## src/rtl/state_transitions.sv

```systemverilog
// Micro vending machine controller: one-hot FSM for selection, payment, cancel and change,
// with money accumulation and cart pricing. All outputs are registered.
module state_transitions (
    input  logic       sys_clk,
    input  logic       sys_rst_n,
    input  logic       sys_Goods,
    input  logic       sys_Confirm,
    input  logic       sys_Change,
    input  logic       sys_Cancel,
    input  logic       in_money_one,
    input  logic       in_money_five,
    input  logic       in_money_ten,
    input  logic       in_money_twenty,
    input  logic       in_money_fifty,
    input  logic [2:0] type_SW_high,
    input  logic [2:0] type_SW_low,
    input  logic [1:0] num_SW,
    output logic [7:0] input_money,
    output logic [6:0] need_money,
    output logic [7:0] change_money,
    output logic [5:0] state_out
);
    typedef enum logic [5:0] {
        IDLE   = 6'b000001,
        SELECT = 6'b000010,
        PAY    = 6'b000100,
        CHANGE = 6'b001000,
        DONE   = 6'b010000,
        CANCEL = 6'b100000
    } state_t;

    localparam int B_GOODS   = 0;
    localparam int B_CONFIRM = 1;
    localparam int B_CHANGE  = 2;
    localparam int B_CANCEL  = 3;
    localparam int B_ONE     = 4;
    localparam int B_FIVE    = 5;
    localparam int B_TEN     = 6;
    localparam int B_TWENTY  = 7;
    localparam int B_FIFTY   = 8;

    state_t     state;
    logic [8:0] now;
    logic [8:0] prev;
    logic [8:0] rise;
    logic [4:0] unit_price;
    logic [5:0] subtotal;
    logic [5:0] line_a;
    logic [6:0] cart_total;
    logic [6:0] coin_sum;
    logic [8:0] paid_sum;
    logic [7:0] paid_next;

    assign now = {in_money_fifty, in_money_twenty, in_money_ten, in_money_five, in_money_one,
                  sys_Cancel, sys_Change, sys_Confirm, sys_Goods};
    assign rise = now & ~prev;
    assign state_out = state;

    always_comb begin
        unit_price = 5'd0;
        if (type_SW_high != 3'd0 && type_SW_low != 3'd0)
            unit_price = {1'b0, type_SW_high, 1'b0} + {2'b00, type_SW_low};
        subtotal   = {1'b0, unit_price} * {4'b0000, num_SW};
        cart_total = {1'b0, line_a} + {1'b0, subtotal};
        coin_sum   = (rise[B_ONE]    ? 7'd1  : 7'd0) + (rise[B_FIVE]   ? 7'd5  : 7'd0)
                   + (rise[B_TEN]    ? 7'd10 : 7'd0) + (rise[B_TWENTY] ? 7'd20 : 7'd0)
                   + (rise[B_FIFTY]  ? 7'd50 : 7'd0);
        paid_sum   = {1'b0, input_money} + {2'b00, coin_sum};
        // A coin edge that would overflow the 8-bit total is refused as a whole.
        paid_next  = paid_sum[8] ? input_money : paid_sum[7:0];
    end

    always_ff @(posedge sys_clk) begin
        prev <= now;
        if (sys_rst_n) begin
            state        <= IDLE;
            input_money  <= 8'd0;
            need_money   <= 7'd0;
            change_money <= 8'd0;
            line_a       <= 6'd0;
        end else begin
            case (state)
                IDLE: begin
                    if (rise[B_CONFIRM])
                        state <= SELECT;
                end
                SELECT: begin
                    need_money <= cart_total;
                    if (rise[B_CANCEL])
                        state <= CANCEL;
                    else if (rise[B_CONFIRM]) begin
                        if (cart_total != 7'd0)
                            state <= PAY;
                    end else if (rise[B_GOODS]) begin
                        if (line_a == 6'd0 && subtotal != 6'd0)
                            line_a <= subtotal;
                    end
                end
                PAY: begin
                    input_money <= paid_next;
                    if (rise[B_CANCEL])
                        state <= CANCEL;
                    else if (rise[B_CONFIRM] && paid_next >= {1'b0, need_money}) begin
                        state        <= CHANGE;
                        change_money <= paid_next - {1'b0, need_money};
                    end
                end
                CANCEL: begin
                    if (rise[B_CONFIRM]) begin
                        state        <= CHANGE;
                        change_money <= input_money;
                        need_money   <= 7'd0;
                    end
                end
                CHANGE: begin
                    if (rise[B_CHANGE]) begin
                        state        <= DONE;
                        change_money <= 8'd0;
                    end
                end
                DONE: begin
                    if (rise[B_CHANGE] || rise[B_CONFIRM]) begin
                        state       <= IDLE;
                        input_money <= 8'd0;
                        need_money  <= 7'd0;
                        line_a      <= 6'd0;
                    end
                end
                default: state <= IDLE;
            endcase
        end
    end
endmodule

```

## config.mk

```make
export PLATFORM = sky130hd
export DESIGN_NAME = state_transitions
export DESIGN_NICKNAME = d
export VERILOG_FILES = /design/src/rtl/state_transitions.sv
export SDC_FILE = /design/constraint.sdc
export NUM_CORES = 1
export LEC_CHECK = 0
export CAP_MARGIN = 40
export CORE_MARGIN = 3
export CORE_UTILIZATION = 40
export DETAILED_ROUTE_END_ITERATION = 12
export PLACE_DENSITY = 0.75
export SLEW_MARGIN = 20
export SYNTH_ARGS = -nofsm -noshare
export SYNTH_HDL_FRONTEND = slang
export SYNTH_SLANG_ARGS = --single-unit
```

## constraint.sdc

```tcl
create_clock -name sys_clk -period 4.6 [get_ports sys_clk]
set_clock_uncertainty 0.2 [all_clocks]
set_input_delay 0.92 -clock sys_clk [delete_from_list [all_inputs] [get_ports sys_clk]]
set_output_delay 0.92 -clock sys_clk [all_outputs]
set_load 0.05 [all_outputs]
```

==> run metrics, run 1 <==
Pleak 0.00197 uW; failing checks negative setup slack; Antenna Nets Post-Route 0; Area contributors post-synth dfxtp_1 (28%), ha_1 (11%), nor2_1 (5.1%); DP Wirelength 6470 um; footprint of the multi-input gates 0.00242 mm2; die outline height 95.4 um; Clock Sink Count 44; GRT Total Usage 20.2%; global-route wire length before repair 14400 um; H-tree depth 2; Port Buffer Count 47; largest net degree at the start of global routing 17; critical path type primary input to register; Post-synth EDFFs 0; final worst slack -0.207 ns; initial cell density of the core 42.7%; vias in the first global route 3120; area grow syn2layout 42.3%; layout filler cell count 628; Placer Congestion 0.875; sequential element share of the synthesized area 27.6%; vias 3029; CTS clock-pin slew for the worst setup and hold paths 0.08 ns; Clk Latency, worst-skew pair 0.30 ns; First DRT Iteration DRCs 125; # IOs 48; number of max-cap violations 0; CP startpoint kind primary input; Slew HR 43.4%; Clock Tree Root clkbuf_8; WL final 8790 um; nets 523; Synth top area share 27.6%; Die W 95.4 um; CP Capture Type register; die footprint 0.00910 mm2; worst ir drop on vdd 0.000159 V; Post-Layout Cell Count 568; Power Density 298 mW/mm2; initial antenna violation count 0; Syn Inst Count 362; TritonCTS Buffers 5; Crit path required time 4.60 ns; number of synthesized register bits 44; site row count 31; Max Clock Freq 0.208 GHz; TritonCTS clock tree yes; DRC viols 0; Async SR Flop Fraction 0%; Setup Viol. Count Final 13; post-synthesis cell type count 61; Cells after DPL 545; Yosys Warn Count 0; buffer depth of the longest clock path 2; total negative setup slack -1.34 ns; count leader, synth dfxtp_1; Final Hold Fails 0; crit-path max FO 6; share of cells above drive strength 1 29.0%; worst min path class register to register; antenna cell count 0; post-route minimum period 4.81 ns; Final period util 104%; synthesized area 0.00320 mm2; Worst EP arrival 4.81 ns; RSZ-0062 raised after global routing true; sequential cell area 881 um2; Synth top cells by count dfxtp_1 (44), nor2_1 (43), inv_1 (29), ha_1 (27), a21oi_1 (25); Syn Area/Cell 8.83 um2; Detailed Routing Iterations Pass 1 4; outcome complete, but fails checks; area leader, netlist dfxtp_1; DR WL/cell 15.5 um; Final Max Tran Viols 0; grt total ovfl 0; Primary FF master, synth dfxtp_1; worst-margin pin slew 0.846 ns; post-synthesis net count 416; Via density 5.33; core area 0.00749 mm2
[worst max-delay path: stages]
cell	delay, ns
buf_6	0.09
nor2b_4	0.12
xor2_1	0.14
ha_2	0.18
a21o_1	0.16
ha_1	0.28
a21o_1	0.21
nand2_2	0.08
o21ai_2	0.06
a21o_1	0.22
nand2_4	0.13
buf_6	0.13
buf_4	0.10
mux2_2	0.36
ha_4	0.29
o21a_1	0.17
o31a_1	0.23
a311oi_4	0.07
buf_6	0.16
o21ai_4	0.22
buf_6	0.13
nand2_2	0.05
o41ai_2	0.29
[power by group]
part	internal, uW	switching (uW)	total, uW
Combinational	305	362	667
Clock	104	134	237
Sequential	412	37.4	449
[area by class of cell]
type                            count  share of cell area, %
Sequential cell                    44                   19.4
Clock inverter                      1                  0.110
Inverter                           29                   2.39
Clock buffer                        6                   1.60
Timing Repair Buffer              106                   20.5
Multi-Input combinational cell    283                   53.3
Tap cell                           99                   2.72
[timing repair]
action	4_1_cts	5_1_grt
hold buffers	0	0
pin swaps	28	19
endpoints found under the setup margin	13	13
gates cloned	1	0
gates resized for setup	37	16
buffers inserted	10	5
[path summary, 6_finish.rpt]
| check | from | end | slack, ns | cells after the start |
|---|---|---|---|---|
| worst min register to register | change_money[7]$_SDFFE_PP0P_ | change_money[7]$_SDFFE_PP0P_ | 0.31 | 2 |
| worst min-delay path | change_money[7]$_SDFFE_PP0P_ | change_money[7]$_SDFFE_PP0P_ | 0.31 | 2 |
| worst max-delay path | in_money_ten | state_out[0]$_SDFFE_PP1P_ | -0.21 | 23 |
| worst max register to register | input_money[4]$_SDFFE_PP0P_ | state_out[0]$_SDFFE_PP1P_ | -0.03 | 21 |
[sequential cells by signal, summed over array words and instances (netlist names)]
name	count
prev	9
change_money	8
input_money	8
need_money	7
line_a	6
state_out	6
[metal layers]
metal  wire (um)  up-vias  global-route usage (%)  part of all wire (%)
li1            -     1497                       -                     -
met1        3640     1411                    23.7                    41
met2        4480       97                    37.0                    51
met3         452       24                    3.47                   5.1
met4         223        0                    6.64                   2.5
met5           0        -                       0                     0
[placed cells by master, fill, tap and decap left out, drive strengths merged, types with 2 or more instances in the layout]
cell | synthesis | layout
nand3b | 2 | 2
nor4 | 2 | 2
fa | 8 | 8
mux2i | 9 | 9
o21bai | 2 | 2
buf | 3 | 63
a31oi | 2 | 2
nor2b | 11 | 11
mux2 | 4 | 4
inv | 29 | 29
a211oi | 8 | 8
o211a | 2 | 2
a311oi | 2 | 2
o21a | 5 | 5
a22oi | 4 | 4
o31a | 3 | 3
nor2 | 44 | 44
or3 | 2 | 2
nand2b | 10 | 10
dfxtp | 44 | 44
a21oi | 25 | 25
ha | 27 | 27
a21o | 8 | 8
xnor2 | 7 | 7
clkbuf | 4 | 6
o21ai | 12 | 13
nand2 | 18 | 18
a22o | 5 | 5
or4 | 4 | 4
and3 | 5 | 5
nor3 | 10 | 10
or3b | 2 | 2
xor2 | 8 | 8
clkdlybuf4s50 | 0 | 42
and2 | 2 | 2
nand3 | 8 | 8
nor3b | 10 | 10
[cell families (layout without fill, tap and decap cells)]
logic type | count (synthesis) | in the layout | share of synthesized area [%]
DFF | 44 | 44 | 27.6
muxes | 13 | 13 | 4.23
AOI/OAI and AO/OA | 86 | 87 | 20.2
and+or+nand+nor | 133 | 133 | 23.6
xor gates and xnor gates | 15 | 15 | 4.11
adders and majority gates | 35 | 35 | 15.6
buffers and inverters | 36 | 142 | 4.70
[stage by stage]
stage	hold WS [ns]	worst slack (ns)	cell area (um2)	power [uW]	util, %
after global routing	0.325	-0.308	4550	1440	60.8
after detailed placement	0.290	-1.00	4180	1060	55.8
after floorplan	0.264	-0.190	3300	864	-
final	0.309	-0.207	4550	1350	60.8
after global placement	0.289	-0.860	4180	1040	55.8
after CTS	0.303	-0.0654	4420	1330	59.1
(Power assumes the default switching activity.)
==> run 2, diff against run 1 <==
--- a/config.mk
+++ b/config.mk
@@ -6,11 +6,12 @@
 export NUM_CORES = 1
 export LEC_CHECK = 0
 export CAP_MARGIN = 40
+export CORE_ASPECT_RATIO = 1.25
 export CORE_MARGIN = 3
 export CORE_UTILIZATION = 40
 export DETAILED_ROUTE_END_ITERATION = 12
 export PLACE_DENSITY = 0.75
-export SLEW_MARGIN = 20
+export SLEW_MARGIN = 5
 export SYNTH_ARGS = -nofsm -noshare
 export SYNTH_HDL_FRONTEND = slang
 export SYNTH_SLANG_ARGS = --single-unit
==> run 2 against run 1 <==
Effect of this change:
- the run still ends with negative setup slack left
- first-iteration DRC count is 0.80% higher
- core utilization down 0.90 points
- worst setup slack gained 0.094 ns
- die area barely moved
- worst hold slack got worse by 0.0086 ns
- register-to-register slack gained 0.18 ns
- fmax increased by 2.0%
- sequential share of layout area up 0.059 points
- clock-buffer cell count down 1
- largest power group unchanged
- highest routed layer unchanged
==> run metrics, run 2 (same netlist as run 1, synthesis figures left out) <==
most frequent cells in the layout buf_4 (60), dfxtp_1 (44), clkdlybuf4s50_1 (42); initial cell density of the core 42.2% (-0.51 points); Hold Startpoint line_a[0]$_SDFFE_PP0P_; TritonCTS Buffers 5 (unchanged); TritonCTS clock tree yes; CTS clock-pin slew for the worst setup and hold paths 0.09 ns (about the same); grt total ovfl 0 (unchanged); Worst EP arrival 4.74 ns (-0.07 ns); initial antenna violation count 0 (unchanged); CP Cell Sequence buf_6 -> nor2b_4 -> xor2_1 -> ha_2 -> a21o_1 -> ha_1 -> a21o_1 -> nand2_2 -> o21ai_2 -> a21o_1 -> nand2_4 -> mux2i_4 -> ha_4 -> fa_2 -> nor2b_4 -> o31a_1 -> o31a_1 -> a311oi_4 -> buf_6 -> o21ai_4 -> buf_6 -> o211a_1 -> nor3_1; outcome complete, but fails checks; DP Wirelength 6790 um (+5.0%); DRC viols 0 (unchanged); vias in the first global route 3114 (-0.19%); Top Registers prev (9), change_money (8), input_money (8); Max Clock Freq 0.212 GHz (+2.0%); RR Startpoint input_money[4]$_SDFFE_PP0P_; worst-margin pin slew 0.818 ns (-0.0283 ns); share of cells above drive strength 1 28.3% (-0.67 points); die outline height 106 um (+11%); Pleak 0.00197 uW (about the same); post-route minimum period 4.71 ns (-0.0944 ns); First DRT Iteration DRCs 126 (+0.80%); Crit path max-delay family compound AO/OA/AOI/OAI gates; Slew HR 45.3% (+1.9 points); most common cell after layout, fill and taps aside buf_4; number of max-cap violations 0 (unchanged); WL final 8770 um (-0.23%); Max stage delay on crit path 0.30 ns (-0.06 ns); largest net degree at the start of global routing 17 (unchanged); Largest register FFs 9 (unchanged); GRT Total Usage 19.1% (-1.0 points); total negative setup slack -0.577 ns (+0.758 ns); Die W 85.9 um (-9.9%); RSZ-0062 raised after global routing true; CP Capture Type register; Clock Sink Count 44 (unchanged); Placer Congestion 0.929 (+6.3%); antenna cell count 0 (unchanged); final worst slack -0.113 ns (+0.0944 ns); failing checks negative setup slack; # IOs 48 (unchanged); Setup Viol. Count Final 11 (-2); Port Buffer Count 47 (unchanged); Final Max Tran Viols 0 (unchanged); core area 0.00758 mm2 (+1.2%); CP startpoint kind primary input; CP max stage cell o31a_1; site row count 35 (+13%); Via density 5.48 (+2.7%); crit path buf inv count 3 (-2); Antenna Nets Post-Route 0 (unchanged); Worst Setup SP in_money_ten; nets 527 (+0.76%); Detailed Routing Iterations Pass 1 4 (unchanged); Clock Tree Root clkbuf_8; global-route wire length before repair 14100 um (-1.9%); Post-Place Cell Area 0.00418 mm2 (about the same); Final period util 102% (-2.1 points); DR WL/cell 15.5 um (+0.30%); crit-path max FO 7 (+1); worst min path class register to register; Crit path required time 4.63 ns (+0.03 ns); overall power 1350 uW (about the same); critical path type primary input to register; die footprint 0.00910 mm2 (about the same); Largest Register prev; cell area after layout 0.00453 mm2 (-0.30%); Final Hold Fails 0 (unchanged); Power Density 299 mW/mm2 (+0.30%); buffer depth of the longest clock path 2 (unchanged); worst ir drop on vdd 0.000197 V (+24%); vias 3094 (+2.1%); H-tree depth 2 (unchanged); area grow syn2layout 41.9%; Clk Latency, worst-skew pair 0.30 ns (about the same)
run 2: cell types whose count changed in the layout (fill, tap and decap cells not counted), sizes merged:
cell,change
buf,+4
clkinvlp,+1
clkbuf,-1
run 2: stage by stage:
step | util [%] | std cells | hold WS [ns] | setup WS (ns)
floorplan | - | 362 | 0.264 | -0.190
global placement | 55.2 | 539 | 0.282 | -0.858
detailed placement | 55.2 | 539 | 0.291 | -1.00
CTS | 57.7 | 556 | 0.303 | -0.119
global route | 59.9 | 565 | 0.327 | -0.301
finish | 59.9 | 565 | 0.300 | -0.113
run 2: area by class of cell:
class / count / area [um2]
Sequential cell: 44 / 881
Timing Repair Buffer: 110 / 962
Clock buffer: 5 / 68.8
Multi-Input combinational cell: 283 / 2390
Clock inverter: 2 / 12.5
Inverter: 29 / 109
Fill cell: 648 / 3040
Tap cell: 92 / 115
run 2: path summary, 6_finish.rpt:
kind / slack (ns) / to / cells after the start
hold / removal: 0.30 / line_a[0]$_SDFFE_PP0P_ / 2
hold reg to reg: 0.30 / line_a[0]$_SDFFE_PP0P_ / 2
setup reg to reg: 0.15 / change_money[7]$_SDFFE_PP0P_ / 21
setup / recovery: -0.11 / change_money[7]$_SDFFE_PP0P_ / 23
run 2: worst register-to-register path, stage by stage, from the launching register on:
cell and delay, ns:
dfxtp_1 0.34, inv_1 0.11, fa_1 0.58, inv_2 0.05, ha_4 0.21, a21o_1 0.16, a21oi_2 0.18, o21ai_2 0.08
a21o_1 0.19, nand2_4 0.14, mux2i_4 0.27, ha_4 0.16, fa_2 0.22, nor2b_4 0.05, o31a_1 0.30, o31a_1 0.28
a311oi_4 0.23, buf_6 0.17, o21ai_4 0.07, buf_6 0.14, o211a_1 0.13, nor3_1 0.13
run 2: metal layers:
layer	vias to the layer above	routed length (um)	global-route usage, %
met5	-	0	0
met4	0	459	10.2
met3	29	352	2.56
met2	90	4710	36.5
met1	1459	3250	19.6
li1	1516	-	-
run 2: timing repair:
action | CTS | global route
hold buffers | 0 | 0
pin swaps | 27 | 16
cloned | 1 | 0
buffers inserted | 9 | 10
endpoints found under the setup margin | 13 | 13
gates resized for setup | 28 | 17
run 2: power breakdown:
part | internal, uW | total (uW) | switching [uW]
Sequential | 412 | 451 | 39.6
Clock | 103 | 239 | 136
Combinational | 310 | 664 | 354
Total | 825 | 1350 | 529
==> run 3, diff against run 2 <==
--- a/config.mk
+++ b/config.mk
@@ -5,12 +5,14 @@
 export SDC_FILE = /design/constraint.sdc
 export NUM_CORES = 1
 export LEC_CHECK = 0
+export ABC_CLOCK_PERIOD_IN_PS = 4600
 export CAP_MARGIN = 40
 export CORE_ASPECT_RATIO = 1.25
 export CORE_MARGIN = 3
 export CORE_UTILIZATION = 40
 export DETAILED_ROUTE_END_ITERATION = 12
 export PLACE_DENSITY = 0.75
+export RECOVER_POWER = 25
 export SLEW_MARGIN = 5
 export SYNTH_ARGS = -nofsm -noshare
 export SYNTH_HDL_FRONTEND = slang
==> run 3 against run 2 <==
Effect of this change:
- the flow still finishes with violations (negative setup slack)
- worst setup slack got worse by 0.0027 ns
- critical path depth stayed put
- first-iteration DRC count fell by 2.4%
- final area is the same
- global-route usage did not move
- register-to-register slack is essentially flat
- critical path type unchanged
- largest power group unchanged
- highest routed layer unchanged
==> run metrics, run 3 (same netlist as run 1, synthesis figures left out) <==
final worst slack -0.115 ns (-0.00274 ns); initial cell density of the core 42.2% (unchanged); Reg2Reg Capture Point change_money[7]$_SDFFE_PP0P_; critical path type primary input to register; die footprint 0.00910 mm2 (unchanged); RR Startpoint input_money[4]$_SDFFE_PP0P_; DP Wirelength 6790 um (unchanged); vias in the first global route 3114 (unchanged); FF-to-FF path depth 21 (unchanged); core area 0.00758 mm2 (unchanged); die outline height 106 um (unchanged); antenna cell count 0 (unchanged); Internal Power 822 uW (-0.37%); number of max-cap violations 0 (unchanged); Final Max Tran Viols 0 (unchanged); RSZ-0062 raised after global routing true; Largest Register prev; Max Clock Freq 0.212 GHz (about the same); Fin Hold WS 0.300 ns (+0.000104 ns); DRC viols 0 (unchanged); failing checks negative setup slack; H-tree depth 2 (unchanged); outcome complete, but fails checks; Hold Buf Count CTS 0 (unchanged); TritonCTS Buffers 5 (unchanged); Clock Sink Count 44 (unchanged); CTS clock-pin slew for the worst setup and hold paths 0.08 ns (about the same); CP startpoint kind primary input; Detailed Routing Iterations Pass 1 4 (unchanged); Die W 85.9 um (unchanged); Largest register FFs 9 (unchanged); GRT Total Usage 19.1% (unchanged); Placer Congestion 0.929 (unchanged); sw frac 39.1% (+0.051 points); TritonCTS clock tree yes; buffer depth of the longest clock path 2 (unchanged); Pleak 0.00199 uW (+0.93%); Worst EP arrival 4.74 ns (about the same); crit-path max FO 7 (unchanged); hold-critical path depth 2 (unchanged); Combinational Power Share 49.0% (about the same); largest net degree at the start of global routing 17 (unchanged); nets 527 (unchanged); Power Density 298 mW/mm2 (-0.29%); vias 3091 (-0.097%); Setup Viol. Count Final 11 (unchanged); worst-margin pin slew 0.823 ns (+0.00515 ns); Top Registers prev (9), change_money (8), input_money (8); sequential power share 33.4% (about the same); initial antenna violation count 0 (unchanged); grt total ovfl 0 (unchanged); worst ir drop on vdd 0.000194 V (-1.4%); site row count 35 (unchanged); CP Capture Type register; # IOs 48 (unchanged); sw power 528 uW (-0.16%); Hold Startpoint line_a[0]$_SDFFE_PP0P_; Via density 5.47 (about the same); Final Hold Fails 0 (unchanged); Clock Tree Root clkbuf_8; Hold EP line_a[0]$_SDFFE_PP0P_; Slew HR 45.0% (-0.34 points); overall power 1350 uW (-0.29%); most frequent cells in the layout buf_4 (60), dfxtp_1 (44), nor2_1 (37); DR WL/cell 15.5 um (-0.36%); post-route minimum period 4.72 ns (+0.00274 ns); Final period util 103% (about the same); area grow syn2layout 41.9% (unchanged); Crit path required time 4.62 ns (about the same); Antenna Nets Post-Route 0 (unchanged); First DRT Iteration DRCs 123 (-2.4%); Clk Latency, worst-skew pair 0.30 ns (about the same); global-route wire length before repair 14100 um (unchanged); worst min path class register to register; WL final 8740 um (-0.36%); Clock power frac 17.6% (about the same); most common cell after layout, fill and taps aside buf_4; Port Buffer Count 47 (unchanged); flop-to-flop setup slack 0.16 ns (about the same); share of cells above drive strength 1 28.3% (unchanged)
==> run 3: cell count changes in the layout (fill, tap and decap cells not counted) <==
cell	change
dlygate4sd3_1	+9
clkdlybuf4s50_1	-9
==> run 3: power groups by stage <==
stage / Sequential [uW] / Clock (uW) / Combinational [uW]
6_report: 451 / 238 / 661
5_1_grt: 456 / 254 / 715
4_1_cts: 449 / 242 / 632
3_5_place_dp: 457 / 0 / 611
3_3_place_gp: 457 / 0 / 601
2_1_floorplan: 534 / 0 / 330
==> run 3: what timing repair did <==
item,in CTS,in global routing
setup endpoints to repair,13,13
buffers inserted,9,10
pin swaps,27,16
gates resized for setup,28,17
cloned,1,0
==> run 3: final cells by class <==
type | instances | area (um2)
inverter | 29 | 109
fill | 648 | 3040
timing repair buffer | 110 | 962
clock buffer | 5 | 68.8
multi-input combinational | 283 | 2390
sequential | 44 | 881
clock inverter | 2 | 12.5
tap | 92 | 115
==> run 3: routing by layer <==
layer  track usage [%]  share of wire (%)
met5                 0                  0
met1              19.6                 37
met2              36.5                 54
met3              2.56                3.9
met4              10.2                5.1
==> run 3: critical path, cell delays in order <==
cell and delay [ns]:
buf_6 0.09, nor2b_4 0.12, xor2_1 0.16, ha_2 0.19, a21o_1 0.17, ha_1 0.28
a21o_1 0.19, nand2_2 0.08, o21ai_2 0.06, a21o_1 0.18, nand2_4 0.14, mux2i_4 0.26
ha_4 0.16, fa_2 0.22, nor2b_4 0.05, o31a_1 0.30, o31a_1 0.28, a311oi_4 0.23
buf_6 0.17, o21ai_4 0.07, buf_6 0.14, o211a_1 0.13, nor3_1 0.13
==> run 3: worst max path at each step <==
| stage | from | end | slack [ns] | cells past startpoint |
|---|---|---|---|---|
| CTS | in_money_twenty | state_out[2]$_SDFFE_PP0P_ | -0.12 | 21 |
| floorplan | in_money_fifty | change_money[2]$_SDFFE_PP0P_ | -0.19 | 20 |
| detailed placement | in_money_fifty | change_money[7]$_SDFFE_PP0P_ | -1.00 | 20 |
| finish | in_money_ten | change_money[7]$_SDFFE_PP0P_ | -0.12 | 23 |
| global placement | in_money_fifty | change_money[7]$_SDFFE_PP0P_ | -0.86 | 20 |
| global route | in_money_ten | change_money[7]$_SDFFE_PP0P_ | -0.30 | 23 |
==> run 3: stage by stage <==
step / instances / TNS (ns) / util, % / instance area [um2] / worst slack (ns)
after global routing: 565 / -2.57 / 59.9 / 4530 / -0.301
final: 565 / -0.597 / 59.9 / 4530 / -0.115
after floorplan: 362 / -1.93 / - / 3300 / -0.190
after detailed placement: 539 / -12.13 / 55.2 / 4180 / -1.00
after CTS: 556 / -0.796 / 57.7 / 4370 / -0.119
after global placement: 539 / -10.40 / 55.2 / 4180 / -0.858
